### config.mk
export PLATFORM = sky130hd
export DESIGN_NAME = slow_clock_monitor
export DESIGN_NICKNAME = d
export VERILOG_FILES = /design/src/rtl/slow_clock_monitor.sv
export SDC_FILE = /design/constraint.sdc
export NUM_CORES = 1
export LEC_CHECK = 0
export CORE_MARGIN = 3
export CORE_UTILIZATION = 61
export DETAILED_ROUTE_END_ITERATION = 10
export PLACE_DENSITY_LB_ADDON = 0.2
export SYNTH_ARGS = -nofsm -noshare
export SYNTH_HDL_FRONTEND = slang
export SYNTH_SLANG_ARGS = --single-unit
### constraint.sdc
create_clock -name clock_i -period 4.7 [get_ports clock_i]
set_clock_uncertainty 0.1 [all_clocks]
set_input_delay 0.94 -clock clock_i [delete_from_list [all_inputs] [get_ports clock_i]]
set_output_delay 0.94 -clock clock_i [all_outputs]
set_load 0.1 [all_outputs]
### src/rtl/slow_clock_monitor.sv
// slow_clock_monitor: resynchronises a divided slow_clock level into the fast domain,
// emits a one-cycle tick per rising edge, measures the rising-to-rising period and
// tracks lock / loss of the slow clock.
// Optional feature: define SLOW_CLK_DUTY_EN to add the high_time_o duty measurement.
module slow_clock_monitor #(
  parameter int unsigned SYNC_STAGES     = 2,
  parameter int unsigned CNT_W           = 20,
  parameter int unsigned EXPECTED_PERIOD = 125000,
  parameter int unsigned TOLERANCE       = 1024,
  parameter int unsigned TIMEOUT         = 262143
) (
  input  logic             clock_i,
  input  logic             reset_i,
  input  logic             slow_clock_i,
  output logic             tick_o,
  output logic [CNT_W-1:0] period_o,
  output logic             period_valid_o,
  output logic             locked_o,
  output logic             clock_lost_o
`ifdef SLOW_CLK_DUTY_EN
  ,
  output logic [CNT_W-1:0] high_time_o
`endif
);

  localparam logic [CNT_W-1:0] TimeoutVal = CNT_W'(TIMEOUT);
  localparam logic [CNT_W-1:0] TimeoutM1  = CNT_W'(TIMEOUT - 1);
  localparam logic [CNT_W:0]   ExpVal     = (CNT_W+1)'(EXPECTED_PERIOD);
  localparam logic [CNT_W:0]   TolVal     = (CNT_W+1)'(TOLERANCE);

  typedef enum logic [1:0] {StSearch, StMeasure, StLocked} state_e;

  logic [SYNC_STAGES-1:0] sync_q, sync_d;
  logic                   level_q;
  logic                   tick_q, tick_d;
  logic [CNT_W-1:0]       cnt_q, cnt_d;
  logic [CNT_W-1:0]       period_q, period_d;
  logic                   pv_q, pv_d;
  logic                   lost_q, lost_d;
  state_e                 state_q, state_d;
  logic                   timeout_hit;
  logic [CNT_W:0]         cnt_ext, diff;
  logic                   in_tol;

  // Synchroniser shift and registered rising-edge detect on the synchronised level.
  always_comb begin
    sync_d = {sync_q[SYNC_STAGES-2:0], slow_clock_i};
    tick_d = sync_q[SYNC_STAGES-1] & ~level_q;
  end

  // Period counter restarts on tick and saturates at TIMEOUT so it never wraps.
  always_comb begin
    cnt_d = cnt_q;
    if (tick_q) begin
      cnt_d = CNT_W'(1);
    end else if (cnt_q < TimeoutVal) begin
      cnt_d = cnt_q + CNT_W'(1);
    end
  end

  // Tolerance window check on the finished period; a tick on the last cycle beats loss.
  always_comb begin
    cnt_ext     = {1'b0, cnt_q};
    diff        = (cnt_ext >= ExpVal) ? (cnt_ext - ExpVal) : (ExpVal - cnt_ext);
    in_tol      = (diff <= TolVal);
    timeout_hit = ~tick_q & (cnt_q >= TimeoutM1);
  end

  // FSM next-state plus period / valid / loss updates.
  always_comb begin
    state_d  = state_q;
    period_d = period_q;
    pv_d     = 1'b0;
    lost_d   = lost_q;
    if (tick_q) begin
      lost_d = 1'b0;
      case (state_q)
        StSearch: state_d = StMeasure;
        StMeasure, StLocked: begin
          period_d = cnt_q;
          pv_d     = 1'b1;
          state_d  = in_tol ? StLocked : StMeasure;
        end
        default: state_d = StSearch;
      endcase
    end else if (timeout_hit) begin
      state_d = StSearch;
      lost_d  = 1'b1;
    end
  end

  // State registers with synchronous reset.
  always_ff @(posedge clock_i) begin
    if (reset_i) begin
      sync_q   <= '0;
      level_q  <= 1'b0;
      tick_q   <= 1'b0;
      cnt_q    <= '0;
      period_q <= '0;
      pv_q     <= 1'b0;
      lost_q   <= 1'b0;
      state_q  <= StSearch;
    end else begin
      sync_q   <= sync_d;
      level_q  <= sync_q[SYNC_STAGES-1];
      tick_q   <= tick_d;
      cnt_q    <= cnt_d;
      period_q <= period_d;
      pv_q     <= pv_d;
      lost_q   <= lost_d;
      state_q  <= state_d;
    end
  end

`ifdef SLOW_CLK_DUTY_EN
  logic [CNT_W-1:0] high_cnt_q, high_cnt_d;
  logic [CNT_W-1:0] high_time_q, high_time_d;

  // High-cycle counter: the tick cycle itself is high, so restart at one.
  always_comb begin
    high_cnt_d  = high_cnt_q;
    high_time_d = high_time_q;
    if (tick_q) begin
      high_cnt_d = CNT_W'(1);
    end else if (level_q && (high_cnt_q < TimeoutVal)) begin
      high_cnt_d = high_cnt_q + CNT_W'(1);
    end
    if (pv_d) begin
      high_time_d = high_cnt_q;
    end
  end

  // Duty registers with synchronous reset.
  always_ff @(posedge clock_i) begin
    if (reset_i) begin
      high_cnt_q  <= '0;
      high_time_q <= '0;
    end else begin
      high_cnt_q  <= high_cnt_d;
      high_time_q <= high_time_d;
    end
  end

  assign high_time_o = high_time_q;
`endif

  assign tick_o         = tick_q;
  assign period_o       = period_q;
  assign period_valid_o = pv_q;
  assign locked_o       = (state_q == StLocked);
  assign clock_lost_o   = lost_q;

endmodule
# Word-level counts from Yosys, hierarchy flattened
# Cells that the tools add are included.
[word_totals]
regBits = 48
inputBits = 3
out_inout_bits = 24
elab_cells = 37
[op_classes]
n_addsub = 3
magnitude_cmp = 4
n_eq_ne = 2
muxes = 8
bitwise = 4
n_reduce_logical = 7
[op_table]
columns = ["op", "n"]
rows = [
  ["$le A21 B11 Y1 const B", 1],
  ["$mux W21", 1],
  ["$sub A17 B20 Y21 const A", 1],
  ["$sub A20 B17 Y21 const B", 1],
  ["$add A20 B1 Y20 const B", 1],
  ["$ge A20 B17 Y1 const B", 1],
  ["$ge A20 B18 Y1 const B", 1],
  ["$lt A20 B18 Y1 const B", 1],
  ["$mux W2", 3],
  ["$reduce_or A2 Y1", 3],
  ["$pmux W2 S2", 1],
  ["$reduce_bool A2 Y1", 2],
  ["$mux W1", 3],
  ["$and A1 B1 Y1", 2],
  ["$eq A2 B1 Y1 const B", 1],
  ["$eq A2 B2 Y1 const B", 1],
  ["$logic_not A2 Y1", 1],
  ["$not A1 Y1", 2],
  ["$reduce_and A2 Y1", 1],
]

# Depth between registers and ports, before layout
[depth]
ltp_word = 6
depth_mapped = 12
depth_no_buf = 11

# Worst setup path before layout
# OpenSTA, ideal clock, no wires.
[synth_path]
kind = "register -> register"
startpoint = "reg cnt_q[7]"
endpoint = "reg state_q[0]"
setup_time_ns = 0.117
arrival_time_ns = 2.603
required_time_ns = 4.483
slack_ns = 1.880
stages_incl_launch_ff = 10
n_path_buf = 0
period_less_slack_ns = 2.820
path_cell_list = "dfxtp_1 > or4_4 > or2_1 > o21a_1 > nand2_1 > mux2_2 > a2111oi_0 > nand4_1 > and4b_1 > nor2_1"
[synth_between]
elab_chain_len = 6
[synth_rtl]
columns = ["element", "line_no", "text"]
rows = [
  ["from (decl)", "36", "logic [CNT_W-1:0] cnt_q, cnt_d;"],
  ["from (signal assigned)", "107", "cnt_q <= cnt_d;"],
  ["$sub A17 B20 Y21 (tied with other cells)", "64", "diff = (cnt_ext >= ExpVal) ? (cnt_ext - ExpVal) : (ExpVal - cnt_ext);"],
  ["$mux W21", "64", ""],
  ["$le A21 B11 Y1", "65", "in_tol = (diff <= TolVal);"],
  ["$mux W2", "82", "state_d = in_tol ? StLocked : StMeasure;"],
  ["$pmux W2 S2", "77", "case (state_q)"],
  ["$mux W2", "75", "if (tick_q) begin"],
  ["to (signal assigned)", "102", "state_q <= StSearch;"],
  ["to (signal assigned)", "111", "state_q <= state_d;"],
  ["to (decl)", "40", "state_e state_q, state_d;"],
]
# Parallel ways exist; a longest one is shown, timed or not.
# A chain may end at the register's enable or synchronous reset.

# Worst setup path after layout
[layout_path]
startpoint = "reg cnt_q[6]"
endpoint = "reg state_q[0]"
# Same word-level chain as after synthesis.

==> qor.csv <==
metric,value,unit
outcome,finished clean,
detail-route-antenna-nets,0,
final.min_clock_period,3.548,ns
worst_slack,1.152,ns
postSynth.topFlopCell,sky130_fd_sc_hd__dfxtp_1,
worstPathMaxFanout,15,
setup.worst_path.start,cnt_q[6]$_SDFFE_PP0P_,
yosys.cell_count.top_type,sky130_fd_sc_hd__nand2_1,
cts_made_buffers,5,
worst_hold_slack,0.2920,ns
post_drt_wl_per_cell,15.61,um
dr_wl_met3,331,um
timing_worst_slew_pin_value,0.9933,ns
final_core_util,0.7326,
setup.reg_to_reg.worst_slack,1.15,ns
relSlewSlack,0.3358,
filler_cell_count,358,
synth_edf_count,0,
crit_path_cell_trace,"or4bb_1, or2_1, o21a_1, nand2_1, mux2_2, a2111oi_0, nand4_1, and4b_1, nor2_1",
drt_wl_total,6619,um
synthCells,366,
clock_latency_at_the_later_pin_of_the_worst_skew_pair,0.30,ns
drtPass1Iterations,4,
root_buf_cell,sky130_fd_sc_hd__clkbuf_8,
worst-endpoint-arrival,3.65,ns
drt_iter0_drc,219,
cts_repair_resize_count,0,
drive_above_1_share,0.05348,
die-width,73.41,um
port_buffers,26,
grt_pass1_wl,11160,um
finalSetupViolCount,0,
placed_cells,417,
antenna_violations_before_repair,0,
critPathKind,reg2reg,
cts_tree,built,
synth-async-reset-ratio,0,
maximum_operating_frequency,281.9,MHz
static-leakage-power,1.150,nW
final_cell_area,3078,um^2
num_vias,2535,
cts.sink_count,48,
synthDominantAreaCellType,sky130_fd_sc_hd__dfxtp_1,
synth.top_cells.by_count,"56 x sky130_fd_sc_hd__nand2_1, 48 x sky130_fd_sc_hd__dfxtp_1, 41 x sky130_fd_sc_hd__nor2_1, 32 x sky130_fd_sc_hd__a21oi_1, 22 x sky130_fd_sc_hd__clkbuf_1",
drv.max_cap_violation_count,0,
yosys_warnings,0,
power_density,220.9,nW/um^2
vias_per_cell,5.979,
maxSlewViolCount,0,
highest_layer,met4,
wirelength_met1,2910,um
detailedPlacementHpwl,4731,um
met2RoutedLength,3253,um
starting_density_of_the_core,0.6596,
pre_cts_ws,1.191,ns
critPathSlowestCell,sky130_fd_sc_hd__dfxtp_1,
postSynthAreaPerCell,7.572,um^2
yosys.cell_types.count,53,
finalCritPeriodShare,0.7549,
cp-start-kind,flip-flop,
critical_path.max_stage_delay,0.63,ns
gpl.final_weighted_congestion,0.9876,
dieHeight,73.41,um
synth.top_cell.area_share,0.3467,
synth-seq-cells,48,
sequential_cell_area_fraction_in_the_yosys_report,0.3467,
area_delta_synth_final,11.06,%
dpl_cell_area,2997,um^2
worst_r2r_endpoint,state_q[0]$_SDFFE_PP0P_,
mappedNetlistNets,379,
netlist_area_before_placement,2771,um^2
irDropWorstVdd,0.0001454,V
layout.cells.non_filler,424,
critical_path.reg2reg.startpoint,cnt_q[6]$_SDFFE_PP0P_,
post_cts_hold_buffer_count,0,
hp-class,reg2reg,
ctsHtreeMaxLevel,2,
track_usage,0.2653,
first_global_vias,2338,
num_rows,23,
largest_net_degree_at_the_start_of_global_routing,28,
grt_setup_unrepaired,false,
cts_buffer_depth,2,
number_of_i_o_pins,27,
detail_route.drc_violations,0,
diode_insertion_count_for_antenna_repair,0,
final_net_count,387,
clock_pin_transition_on_the_worst_setup_and_hold_timing_paths,0.08,ns
cp-end-kind,flip-flop,
synthTopCellsByArea,"sky130_fd_sc_hd__dfxtp_1 35%, sky130_fd_sc_hd__nand2_1 7.6%, sky130_fd_sc_hd__a21oi_1 5.8%, sky130_fd_sc_hd__nor2_1 5.6%, sky130_fd_sc_hd__ha_1 4.5%",
cts.repair_timing.setup_buffer_count,0,
cp_capture_point,state_q[0]$_SDFFE_PP0P_,
total_negative_slack,0,ns
finalHoldViolations,0,
worstPathRequired,4.80,ns
core_area,4202,um^2
floorplan.die_area,5388,um^2
report.power.total,0.6799,mW
reg2regPathDepth,9,
grt_remaining_overflow,0,
==> report_power, final <==
| group | internal, mW | switching, mW | total, mW |
|---|---|---|---|
| clock | 0.101 | 0.133 | 0.234 |
| sequential | 0.410 | 0.00495 | 0.415 |
| combinational | 0.0111 | 0.0200 | 0.0311 |
| total | 0.522 | 0.158 | 0.680 |
==> cell families after synthesis <==
group | Yosys count | share of synthesized area
AND/OR/NAND/NOR | 162 | 0.2790
adder cells (fa/ha/maj) | 10 | 0.04515
multiplexers | 2 | 0.007675
buffers and inverters | 41 | 0.05824
AO/OA/AOI/OAI | 80 | 0.1905
flip-flops | 48 | 0.3467
XOR/XNOR | 23 | 0.07269
==> worst min path at each step <==
stage | startpoint | end | slack [ns] | cells after the start
6_report | level_q$_SDFF_PP0_ | tick_o$_SDFF_PP0_ | 0.29 | 1
5_1_grt | level_q$_SDFF_PP0_ | tick_o$_SDFF_PP0_ | 0.32 | 1
4_1_cts | level_q$_SDFF_PP0_ | tick_o$_SDFF_PP0_ | 0.29 | 1
3_5_place_dp | level_q$_SDFF_PP0_ | tick_o$_SDFF_PP0_ | 0.28 | 1
3_3_place_gp | level_q$_SDFF_PP0_ | tick_o$_SDFF_PP0_ | 0.27 | 1
2_1_floorplan | level_q$_SDFF_PP0_ | tick_o$_SDFF_PP0_ | 0.27 | 1
==> registers in the layout, indices dropped and copies added, names as in the netlist <==
signal and flops:
cnt_q 20, period_o 20, state_q 2, sync_q 2
clock_lost_o 1, level_q 1, period_valid_o 1, tick_o 1
==> cell usage in the layout, fill, tap and decap left out, types with 2 or more instances in the layout <==
cell	netlist	routed
sky130_fd_sc_hd__o22ai_1	3	3
sky130_fd_sc_hd__o21a_1	4	4
sky130_fd_sc_hd__xor2_1	13	13
sky130_fd_sc_hd__xnor2_1	10	10
sky130_fd_sc_hd__a211o_1	3	3
sky130_fd_sc_hd__or2_2	4	4
sky130_fd_sc_hd__nand2_1	56	56
sky130_fd_sc_hd__nor2b_1	6	6
sky130_fd_sc_hd__a22oi_1	4	4
sky130_fd_sc_hd__a21oi_1	32	32
sky130_fd_sc_hd__a31oi_1	2	2
sky130_fd_sc_hd__a32oi_1	2	2
sky130_fd_sc_hd__a22o_1	3	3
sky130_fd_sc_hd__nor4_1	4	4
sky130_fd_sc_hd__or4_4	2	2
sky130_fd_sc_hd__and3_1	9	9
sky130_fd_sc_hd__nand2b_1	5	5
sky130_fd_sc_hd__clkdlybuf4s50_1	0	26
sky130_fd_sc_hd__ha_1	10	10
sky130_fd_sc_hd__nand3_1	11	11
sky130_fd_sc_hd__inv_1	15	15
sky130_fd_sc_hd__or3_1	4	4
sky130_fd_sc_hd__nor2_1	41	41
sky130_fd_sc_hd__o211ai_1	3	3
sky130_fd_sc_hd__nand4_1	4	4
sky130_fd_sc_hd__nor3_1	8	8
sky130_fd_sc_hd__o21ai_0	11	11
sky130_fd_sc_hd__dfxtp_1	48	48
sky130_fd_sc_hd__clkbuf_8	0	5
==> critical path: cells and delay by family, from the launching register on <==
| kind | cells | cell delay [ns] |
|---|---|---|
| simple gates | 6 | 1.68 |
| flops | 1 | 0.63 |
| mux | 1 | 0.39 |
| compound gates | 2 | 0.67 |
==> final cells by class <==
| cell class | instances | area [um^2] | area share |
|---|---|---|---|
| sequential | 48 | 960.9 | 0.3122 |
| timing repair buffer | 27 | 267.8 | 0.08699 |
| tap | 50 | 62.56 | 0.02033 |
| clock buffer | 5 | 68.82 | 0.02236 |
| multi-input combinational | 277 | 1649 | 0.5358 |
| inverter | 15 | 56.30 | 0.01829 |
| clock inverter | 2 | 12.51 | 0.004065 |
==> metal layers <==
metal  global-route usage  up-vias
met5                    0        -
met4               0.1046        0
met3              0.04104       12
met2               0.4469       80
met1               0.3387     1172
li1                     -     1271
Power figures use the tool's default switching activity.
